**config.mk**
```make
export PLATFORM = sky130hd
export DESIGN_NAME = tvm_mem_burst_engine
export DESIGN_NICKNAME = d
export VERILOG_FILES = /design/src/rtl/tvm_mem_burst_engine.sv
export SDC_FILE = /design/constraint.sdc
export NUM_CORES = 1
export LEC_CHECK = 0
export CORE_ASPECT_RATIO = 1.5
export CORE_MARGIN = 1.5
export CORE_UTILIZATION = 45
export DETAILED_ROUTE_END_ITERATION = 16
export PLACE_DENSITY = 0.67
export SLEW_MARGIN = 20
export SYNTH_ARGS = -nofsm -noshare
export SYNTH_HDL_FRONTEND = slang
export SYNTH_SLANG_ARGS = --single-unit
export TNS_END_PERCENT = 100
```
**constraint.sdc**
```tcl
create_clock -name clk -period 3.65 [get_ports clk]
set_input_delay 0.73 -clock clk [delete_from_list [all_inputs] [get_ports clk]]
set_output_delay 0.73 -clock clk [all_outputs]
set_load 0.05 [all_outputs]
```
**src/rtl/tvm_mem_burst_engine.sv**
```systemverilog
// Burst read/write engine between host task handshakes and a word-addressed SRAM port.
// Optional statistics counters are enabled by defining TVM_MEM_BURST_STATS_EN.
module tvm_mem_burst_engine #(
    parameter int DATA_WIDTH  = 8,
    parameter int ADDR_WIDTH  = 32,
    parameter int SIZE_WIDTH  = 32,
    parameter int FIFO_DEPTH  = 4,
    parameter int MEM_LATENCY = 1
) (
    input  logic                  clk,
    input  logic                  rst,
    input  logic                  host_read_req,
    input  logic [ADDR_WIDTH-1:0] host_read_addr,
    input  logic [SIZE_WIDTH-1:0] host_read_size,
    output logic                  host_read_busy,
    output logic                  read_done,
    input  logic                  read_en,
    output logic [DATA_WIDTH-1:0] read_data_out,
    output logic                  read_data_valid,
    input  logic                  host_write_req,
    input  logic [ADDR_WIDTH-1:0] host_write_addr,
    input  logic [SIZE_WIDTH-1:0] host_write_size,
    output logic                  host_write_busy,
    output logic                  write_done,
    input  logic                  write_en,
    input  logic [DATA_WIDTH-1:0] write_data_in,
    output logic                  write_data_ready,
    output logic                  mem_rd_en,
    output logic [ADDR_WIDTH-1:0] mem_rd_addr,
    input  logic [DATA_WIDTH-1:0] mem_rd_data,
    output logic                  mem_wr_en,
    output logic [ADDR_WIDTH-1:0] mem_wr_addr,
    output logic [DATA_WIDTH-1:0] mem_wr_data
`ifdef TVM_MEM_BURST_STATS_EN
    ,
    input  logic                  stat_clear,
    output logic [31:0]           stat_rd_beats,
    output logic [31:0]           stat_wr_beats,
    output logic [31:0]           stat_rd_stall
`endif
);

    localparam int PTR_W = $clog2(FIFO_DEPTH);
    localparam int CNT_W = PTR_W + 1;
    localparam int OCC_W = CNT_W + $clog2(MEM_LATENCY + 1);

    typedef enum logic [1:0] {R_IDLE, R_ISSUE, R_DRAIN} rd_state_e;
    typedef enum logic [1:0] {W_IDLE, W_ACCEPT, W_FLUSH} wr_state_e;

    rd_state_e              rd_state_q, rd_state_d;
    logic [ADDR_WIDTH-1:0]  rd_addr_q, rd_addr_d;
    logic [SIZE_WIDTH-1:0]  rd_rem_q, rd_rem_d;
    logic                   rd_done_q, rd_done_d;
    logic [MEM_LATENCY-1:0] rd_pipe_q, rd_pipe_d;

    // NOTE: FIFO storage has no reset; emptiness is defined by the pointers and count alone.
    logic [DATA_WIDTH-1:0]  fifo_mem [FIFO_DEPTH];
    logic [PTR_W-1:0]       fifo_wr_ptr_q, fifo_rd_ptr_q;
    logic [CNT_W-1:0]       fifo_cnt_q, fifo_cnt_d;
    logic                   fifo_push, fifo_pop, fifo_full;
    logic [OCC_W-1:0]       inflight, occupancy;
    logic                   rd_credit, rd_issue;

    wr_state_e              wr_state_q, wr_state_d;
    logic [ADDR_WIDTH-1:0]  wr_addr_q, wr_addr_d;
    logic [SIZE_WIDTH-1:0]  wr_rem_q, wr_rem_d;
    logic                   wr_done_q, wr_done_d;
    logic                   mem_wr_en_q, mem_wr_en_d;
    logic [ADDR_WIDTH-1:0]  mem_wr_addr_q, mem_wr_addr_d;
    logic [DATA_WIDTH-1:0]  mem_wr_data_q, mem_wr_data_d;

    // Credit counts beats already buffered plus beats still in the memory pipeline.
    always_comb begin
        inflight = '0;
        for (int i = 0; i < MEM_LATENCY; i++) begin
            inflight = inflight + OCC_W'(rd_pipe_q[i]);
        end
        occupancy = OCC_W'(fifo_cnt_q) + inflight;
    end

    assign rd_credit       = occupancy < OCC_W'(FIFO_DEPTH);
    assign rd_issue        = (rd_state_q == R_ISSUE) && rd_credit;
    assign fifo_push       = rd_pipe_q[MEM_LATENCY-1];
    assign read_data_valid = fifo_cnt_q != '0;
    assign fifo_pop        = read_en && read_data_valid;
    assign fifo_full       = fifo_cnt_q == CNT_W'(FIFO_DEPTH);

    always_comb begin
        fifo_cnt_d = fifo_cnt_q;
        case ({fifo_push, fifo_pop})
            2'b10:   fifo_cnt_d = fifo_cnt_q + CNT_W'(1);
            2'b01:   fifo_cnt_d = fifo_cnt_q - CNT_W'(1);
            default: fifo_cnt_d = fifo_cnt_q;
        endcase
    end

    // NOTE: every combinational output gets a default first so no latch is inferred.
    always_comb begin
        rd_state_d   = rd_state_q;
        rd_addr_d    = rd_addr_q;
        rd_rem_d     = rd_rem_q;
        rd_done_d    = 1'b0;
        rd_pipe_d[0] = rd_issue;
        for (int i = 1; i < MEM_LATENCY; i++) begin
            rd_pipe_d[i] = rd_pipe_q[i-1];
        end
        case (rd_state_q)
            R_IDLE: begin
                if (host_read_req) begin
                    rd_addr_d = host_read_addr;
                    rd_rem_d  = host_read_size;
                    if (host_read_size == '0) rd_done_d  = 1'b1;
                    else                      rd_state_d = R_ISSUE;
                end
            end
            R_ISSUE: begin
                if (rd_issue) begin
                    rd_addr_d = rd_addr_q + ADDR_WIDTH'(1);
                    rd_rem_d  = rd_rem_q - SIZE_WIDTH'(1);
                    if (rd_rem_q == SIZE_WIDTH'(1)) rd_state_d = R_DRAIN;
                end
            end
            R_DRAIN: begin
                // Leave as the final pop empties everything, so done lands in the next cycle.
                if (rd_pipe_d == '0 && fifo_cnt_d == '0) begin
                    rd_state_d = R_IDLE;
                    rd_done_d  = 1'b1;
                end
            end
            default: rd_state_d = R_IDLE;
        endcase
    end

    // NOTE: sequential state uses <= so every register samples pre-edge values.
    always_ff @(posedge clk or negedge rst) begin
        if (!rst) begin
            rd_state_q    <= R_IDLE;
            rd_addr_q     <= '0;
            rd_rem_q      <= '0;
            rd_done_q     <= 1'b0;
            rd_pipe_q     <= '0;
            fifo_wr_ptr_q <= '0;
            fifo_rd_ptr_q <= '0;
            fifo_cnt_q    <= '0;
        end else begin
            rd_state_q <= rd_state_d;
            rd_addr_q  <= rd_addr_d;
            rd_rem_q   <= rd_rem_d;
            rd_done_q  <= rd_done_d;
            rd_pipe_q  <= rd_pipe_d;
            fifo_cnt_q <= fifo_cnt_d;
            if (fifo_push) fifo_wr_ptr_q <= fifo_wr_ptr_q + PTR_W'(1);
            if (fifo_pop)  fifo_rd_ptr_q <= fifo_rd_ptr_q + PTR_W'(1);
        end
    end

    always_ff @(posedge clk) begin
        if (fifo_push) fifo_mem[fifo_wr_ptr_q] <= mem_rd_data;
    end

    assert property (@(posedge clk) disable iff (!rst) !(fifo_push && fifo_full && !fifo_pop));

    assign host_read_busy = rd_state_q != R_IDLE;
    assign read_done      = rd_done_q;
    assign read_data_out  = read_data_valid ? fifo_mem[fifo_rd_ptr_q] : '0;
    assign mem_rd_en      = rd_issue;
    assign mem_rd_addr    = rd_addr_q;

    always_comb begin
        wr_state_d    = wr_state_q;
        wr_addr_d     = wr_addr_q;
        wr_rem_d      = wr_rem_q;
        wr_done_d     = 1'b0;
        mem_wr_en_d   = 1'b0;
        mem_wr_addr_d = mem_wr_addr_q;
        mem_wr_data_d = mem_wr_data_q;
        case (wr_state_q)
            W_IDLE: begin
                if (host_write_req) begin
                    wr_addr_d = host_write_addr;
                    wr_rem_d  = host_write_size;
                    if (host_write_size == '0) wr_done_d  = 1'b1;
                    else                       wr_state_d = W_ACCEPT;
                end
            end
            W_ACCEPT: begin
                if (write_en) begin
                    mem_wr_en_d   = 1'b1;
                    mem_wr_addr_d = wr_addr_q;
                    mem_wr_data_d = write_data_in;
                    wr_addr_d     = wr_addr_q + ADDR_WIDTH'(1);
                    wr_rem_d      = wr_rem_q - SIZE_WIDTH'(1);
                    if (wr_rem_q == SIZE_WIDTH'(1)) wr_state_d = W_FLUSH;
                end
            end
            W_FLUSH: begin
                // The last registered beat is on the memory port during this cycle.
                wr_state_d = W_IDLE;
                wr_done_d  = 1'b1;
            end
            default: wr_state_d = W_IDLE;
        endcase
    end

    always_ff @(posedge clk or negedge rst) begin
        if (!rst) begin
            wr_state_q    <= W_IDLE;
            wr_addr_q     <= '0;
            wr_rem_q      <= '0;
            wr_done_q     <= 1'b0;
            mem_wr_en_q   <= 1'b0;
            mem_wr_addr_q <= '0;
            mem_wr_data_q <= '0;
        end else begin
            wr_state_q    <= wr_state_d;
            wr_addr_q     <= wr_addr_d;
            wr_rem_q      <= wr_rem_d;
            wr_done_q     <= wr_done_d;
            mem_wr_en_q   <= mem_wr_en_d;
            mem_wr_addr_q <= mem_wr_addr_d;
            mem_wr_data_q <= mem_wr_data_d;
        end
    end

    assign host_write_busy  = wr_state_q != W_IDLE;
    assign write_done       = wr_done_q;
    assign write_data_ready = wr_state_q == W_ACCEPT;
    assign mem_wr_en        = mem_wr_en_q;
    assign mem_wr_addr      = mem_wr_addr_q;
    assign mem_wr_data      = mem_wr_data_q;

`ifdef TVM_MEM_BURST_STATS_EN
    logic [31:0] stat_rd_beats_q, stat_wr_beats_q, stat_rd_stall_q;

    // Counters saturate at all-ones; clear wins over any increment.
    always_ff @(posedge clk or negedge rst) begin
        if (!rst) begin
            stat_rd_beats_q <= '0;
            stat_wr_beats_q <= '0;
            stat_rd_stall_q <= '0;
        end else if (stat_clear) begin
            stat_rd_beats_q <= '0;
            stat_wr_beats_q <= '0;
            stat_rd_stall_q <= '0;
        end else begin
            if (mem_rd_en && !(&stat_rd_beats_q)) stat_rd_beats_q <= stat_rd_beats_q + 32'd1;
            if (mem_wr_en && !(&stat_wr_beats_q)) stat_wr_beats_q <= stat_wr_beats_q + 32'd1;
            if ((rd_state_q == R_ISSUE) && !rd_credit && !(&stat_rd_stall_q))
                stat_rd_stall_q <= stat_rd_stall_q + 32'd1;
        end
    end

    assign stat_rd_beats = stat_rd_beats_q;
    assign stat_wr_beats = stat_wr_beats_q;
    assign stat_rd_stall = stat_rd_stall_q;
`endif

endmodule

```
==> results.ini, run 1 <==
[cts]
cts-root-buf = clkbuf_16
cts_max_path_buffers = 3
cts_setup_buffers = 0
clock_latency_ps = 510
cts_sinks = 215
htreeDepth = 1
cts_resized = 0
postCtsHoldBufs = 0
cts_buffers = 23
cts_tree = built
path_clk_slew_ps = 60

[power]
power_frac_comb = 0.440
pwr-share-clk = 0.197
pwr_density_cell_nw_per_um2 = 715
max-vdd-ir-drop_v = 0.000464
cellInternalPower_mw = 6.07
leakagePower_nw = 5.82
switching_share = 0.435
p_seq_frac = 0.363
power.switching_mw = 4.67

[worst_setup_path]
path_max_fanout = 10
rr_endpoint = wr_rem_q[10]$_DFFE_PN0P_
slowest_delay_ps = 710
worstSetupPathType = reg -> out
cp_slowest_cell = dfrtp_1
required_ps = 2920
crit_chain = mux4_2, and2_1, clkdlybuf4s50_1
worst_setup_path_end_kind = output pin
rr_worst_depth = 6
path_buf_inv = 1
cp.arrival_ps = 2660
critPathTopFamily = flip-flops
r2r_start = wr_rem_q[0]$_DFFE_PN0P_
r2r_slack_ps = 980
worst_setup_path_start_kind = register

[timing]
rsz0062_at_grt = no
setup_tns_ps = 0
slew_violations = 0
setup_viol = 0
tightest_slew_ps = 890
slew_headroom = 0.401
hold_viol = 0
fin_worst_skew_ps = 16.5
min_period_ps = 3390
finalCritPeriodShare = 0.928
fmax_ghz = 0.295

[synthesis]
syn_nets = 1447
synth_cell_types = 76
yosys-top-cells-count = 207 x nand2_1, 183 x dfrtp_1, 117 x a21oi_1, 93 x nor2_1, 78 x o21ai_0
synthCells = 1285
yosys_warnings = 0
synth.cell_area_um2 = 11600
synth_most_common_cell = nand2_1
yosys-top-cells-area = dfrtp_1 39%, edfxtp_1 8.3%, nand2_1 6.7%
ys_seq_area_frac = 0.477
synth.largest_area_cell = dfrtp_1
synth_top_area_share = 0.395
ys.flop_type = dfrtp_1
syn_area_per_cell_um2 = 9.03
synth-async-reset-ratio = 0.851
synth_edf_count = 32
ys_seq_elements = 215

[global_route]
grt_usage = 0.262
antenna_found_initial = 1
gr-total-overflow = 0
grt_max_degree = 71
grt_pass1_vias = 10900
grt_pass1_wl_um = 56200

[flow_run]
max-cap-violations = 0

[worst_hold_path]
hold_path_class = in -> async

[die]
fp.dieW_um = 134
io_pins = 238
fp.dieH_um = 200
coreArea_um2 = 25200
row_count = 71
start_util = 0.460
die_area_um2 = 26800

[placement]
place.gp.congestion = 0.885
dp_hpwl_um = 25100
port_buffers = 237

[route]
first_pass_iters = 5
vias = 11100
ant_nets = 0
wire_per_inst_um = 19.2
vias_per_cell = 6.05
drc_errors = 0
drt_iter0_markers = 775
routed_wl_um = 35300

[layout]
area_growth_pct = 29.4
drive_gt1_frac = 0.0650
finalNetCount = 1655
post-route-util = 0.595

[outcome]
status = complete, no violations

placed cells by master (no fill, tap or decap), drive strengths merged, types with 32 or more instances in the layout:
master,netlist,layout
nor3,38,38
a21oi,117,117
clkdlybuf4s50,0,235
nor2,93,93
nand3,39,39
edfxtp,32,32
nand2,207,207
dfrtp,183,183
o21ai,82,82
nor4,42,42
clkbuf,65,34
state kept, by name (all words and copies together), names as in the netlist:
name,count
rd_rem_q,32
mem_wr_addr,32
fifo_push,1
wr_rem_q,32
mem_rd_addr,32
wr_addr_q,32
write_done,1
mem_wr_data,8
read_done,1
fifo_wr_ptr_q,2
mem_wr_en,1
fifo_mem,32
fifo_rd_ptr_q,2
wr_state_q,2
rd_state_q,2
fifo_cnt_q,3
stage by stage:
step,hold slack [ps],area [um2],total power [mW],instances,worst slack (ps)
after floorplan,434,11600,6.97,1285,873
after global placement,457,14400,8.54,1796,713
after detailed placement,462,14400,8.65,1796,649
after CTS,163,15000,10.8,1835,186
after global routing,179,15000,11.4,1836,120
final,162,15000,10.7,1836,263
per-layer routing:
metal	share of wire	vias up	global-route usage	routed length [um]
li1	-	5202	-	-
met1	0.39	5409	0.316	13700
met2	0.52	408	0.475	18300
met3	0.055	87	0.0284	1940
met4	0.036	0	0.107	1280
met5	0	-	0	0
logic make-up (layout without fill, tap and decap cells):
family,count (synthesis),count (layout),synth area share
DFF,215,215,0.477
AOI/OAI and AO/OA,360,360,0.195
buffers and inverters,103,325,0.0349
adders and majority gates,12,12,0.0136
xor gates and xnor gates,6,6,0.00453
other,0,1,0
muxes,28,28,0.0329
and+or+nand+nor,561,561,0.241
cell type report:
class,instances,area (um2)
antenna,1,2.50
clock buffer,33,623
clock inverter,6,36.3
fill,2317,10200
inverter,21,78.8
multi-input combinational,967,5690
sequential,215,5540
tap,328,410
timing repair buffer,265,2630
how the worst max path moves through the flow:
stage                                  from                   to  slack, ps  cells after the start
2_1_floorplan       fifo_cnt_q[0]$_DFF_PN0_  read_done$_DFF_PN0_        870                     11
3_3_place_gp                        read_en  read_done$_DFF_PN0_        710                     10
3_5_place_dp                        read_en  read_done$_DFF_PN0_        650                     10
4_1_cts        fifo_rd_ptr_q[0]$_DFFE_PN0N_     read_data_out[2]        190                      3
5_1_grt        fifo_rd_ptr_q[0]$_DFFE_PN0N_     read_data_out[2]        120                      3
6_report       fifo_rd_ptr_q[0]$_DFFE_PN0N_     read_data_out[2]        260                      3
worst register-to-register path, cell delays in order (launching register included):
cell and delay (ps):
dfrtp_1 430, inv_1 130, ha_1 340, or4b_2 670, nor4_1 560, a41oi_1 200
o22a_1 230
power by group through the flow:
stage               sequential [mW]  combinational (mW)  clock [mW]
global placement               3.90                4.64           0
CTS                            3.89                4.74        2.18
finish                         3.90                4.72        2.12
global route                   4.01                5.13        2.27
floorplan                      4.43                2.54           0
detailed placement             3.93                4.72           0
(Power assumes the default switching activity.)
==> run 2: changes to the inputs <==
CORE_UTILIZATION = 56   (was 45)
PLACE_DENSITY = 0.82   (was 0.67)
==> results.ini, run 2 (synthesis results as in run 1) <==
[outcome]
status = complete, no violations

[worst_hold_path]
hold_path_class = in -> async

[cts]
path_clk_slew_ps = 60
cts_max_path_buffers = 3
cts_tree = built
cts_buffers = 23
cts-root-buf = clkbuf_16
postCtsHoldBufs = 0
htreeDepth = 1
cts_setup_buffers = 0
cts_sinks = 215
clock_latency_ps = 520
cts_resized = 0

[layout]
final_cell_mix = 234 x clkdlybuf4s50_1, 207 x nand2_1, 182 x dfrtp_1
nFillCells = 1521
finalNetCount = 1654
drive_gt1_frac = 0.0696
num_antenna_cells = 0
area_growth_pct = 29.6
final_common_cell = clkdlybuf4s50_1

[route]
first_pass_iters = 7
wire_per_inst_um = 19.8
vias = 11400
drc_errors = 0
drt_iter0_markers = 969
vias_per_cell = 6.43
ant_nets = 0
routed_wl_um = 35100

[global_route]
grt_pass1_wl_um = 55100
grt_pass1_vias = 11000
grt_usage = 0.318
antenna_found_initial = 0
grt_max_degree = 97
gr-total-overflow = 0

[power]
pwr_density_cell_nw_per_um2 = 739
max-vdd-ir-drop_v = 0.000421
leakagePower_nw = 5.87
total_power_mw = 11.1

[timing]
fmax_ghz = 0.287
setup_tns_ps = 0
hold_viol = 0
fin_worst_skew_ps = 13.3
rsz0062_at_grt = no
slew_violations = 0
setup_viol = 0
min_period_ps = 3490
slew_headroom = 0.347
finalCritPeriodShare = 0.956
tightest_slew_ps = 970

[worst_setup_path]
worst_setup_path_end_kind = output pin
path_buf_inv = 1
worstSetupPathType = reg -> out
critPathTopFamily = flip-flops
slowest_delay_ps = 750
worst_setup_path_start_kind = register
path_max_fanout = 10
cp.arrival_ps = 2760
required_ps = 2920
crit_chain = mux4_2, and2_1, clkdlybuf4s50_1
cp_slowest_cell = dfrtp_1

[die]
io_pins = 238
fp.dieW_um = 121
start_util = 0.571
row_count = 64
die_area_um2 = 21600
fp.dieH_um = 179
coreArea_um2 = 20300

[placement]
dp_hpwl_um = 24400
port_buffers = 237
place.gp.congestion = 0.923

[flow_run]
max-cap-violations = 0

[run 2: per-stage QoR]
step | cells | instance area, um2 | utilization | worst slack [ps] | hold slack [ps]
2_1_floorplan | 1285 | 11600 | - | 873 | 434
3_3_place_gp | 1731 | 14300 | 0.702 | 711 | 457
3_5_place_dp | 1731 | 14300 | 0.702 | 613 | 462
4_1_cts | 1773 | 15000 | 0.740 | 126 | 340
5_1_grt | 1773 | 15000 | 0.740 | 81.6 | 328
6_report | 1773 | 15000 | 0.740 | 161 | 271
[run 2: path summary, 6_finish.rpt]
check	from	end	slack, ps	cells past startpoint
max in group asynchronous	rst	mem_wr_data[4]$_DFFE_PN0P_	2520	2
worst max-delay path	fifo_rd_ptr_q[0]$_DFFE_PN0N_	read_data_out[7]	160	3
worst min register to register	mem_wr_data[5]$_DFFE_PN0P_	mem_wr_data[5]$_DFFE_PN0P_	480	2
worst max register to register	fifo_cnt_q[1]$_DFF_PN0_	read_done$_DFF_PN0_	900	10
worst min-delay path	rst	mem_wr_data[0]$_DFFE_PN0P_	270	1
min in group clk	mem_wr_data[5]$_DFFE_PN0P_	mem_wr_data[5]$_DFFE_PN0P_	480	2
[run 2: area by class of cell]
class	instances	area, um2	area share
Tap cell	264	330	0.0220
Timing Repair Buffer	264	2650	0.176
Clock buffer	27	621	0.0413
Inverter	21	78.8	0.00524
Multi-Input combinational cell	967	5690	0.378
Clock inverter	15	134	0.00890
Sequential cell	215	5540	0.368
[run 2: worst reg2reg max path: cells and delay by family, from the launching register on]
family	cells	cell delay, ps
adder cells (fa/ha/maj)	2	390
AO/OA/AOI/OAI	1	240
AND/OR/NAND/NOR	4	1230
XOR/XNOR	2	330
flip-flops	1	410
buffers and inverters	1	80
[run 2: routing by layer]
layer  wire length [um]  vias up  track usage
met5                  0        -            0
li1                   -     5218            -
met2              17600      585        0.562
met3               2550      121       0.0461
met4               1790        0        0.163
met1              13200     5484        0.378
[run 2: power breakdown]
part           switching (mW)  internal, mW
registers               0.831          3.11
logic                    3.04          1.80
clock network           0.972          1.36
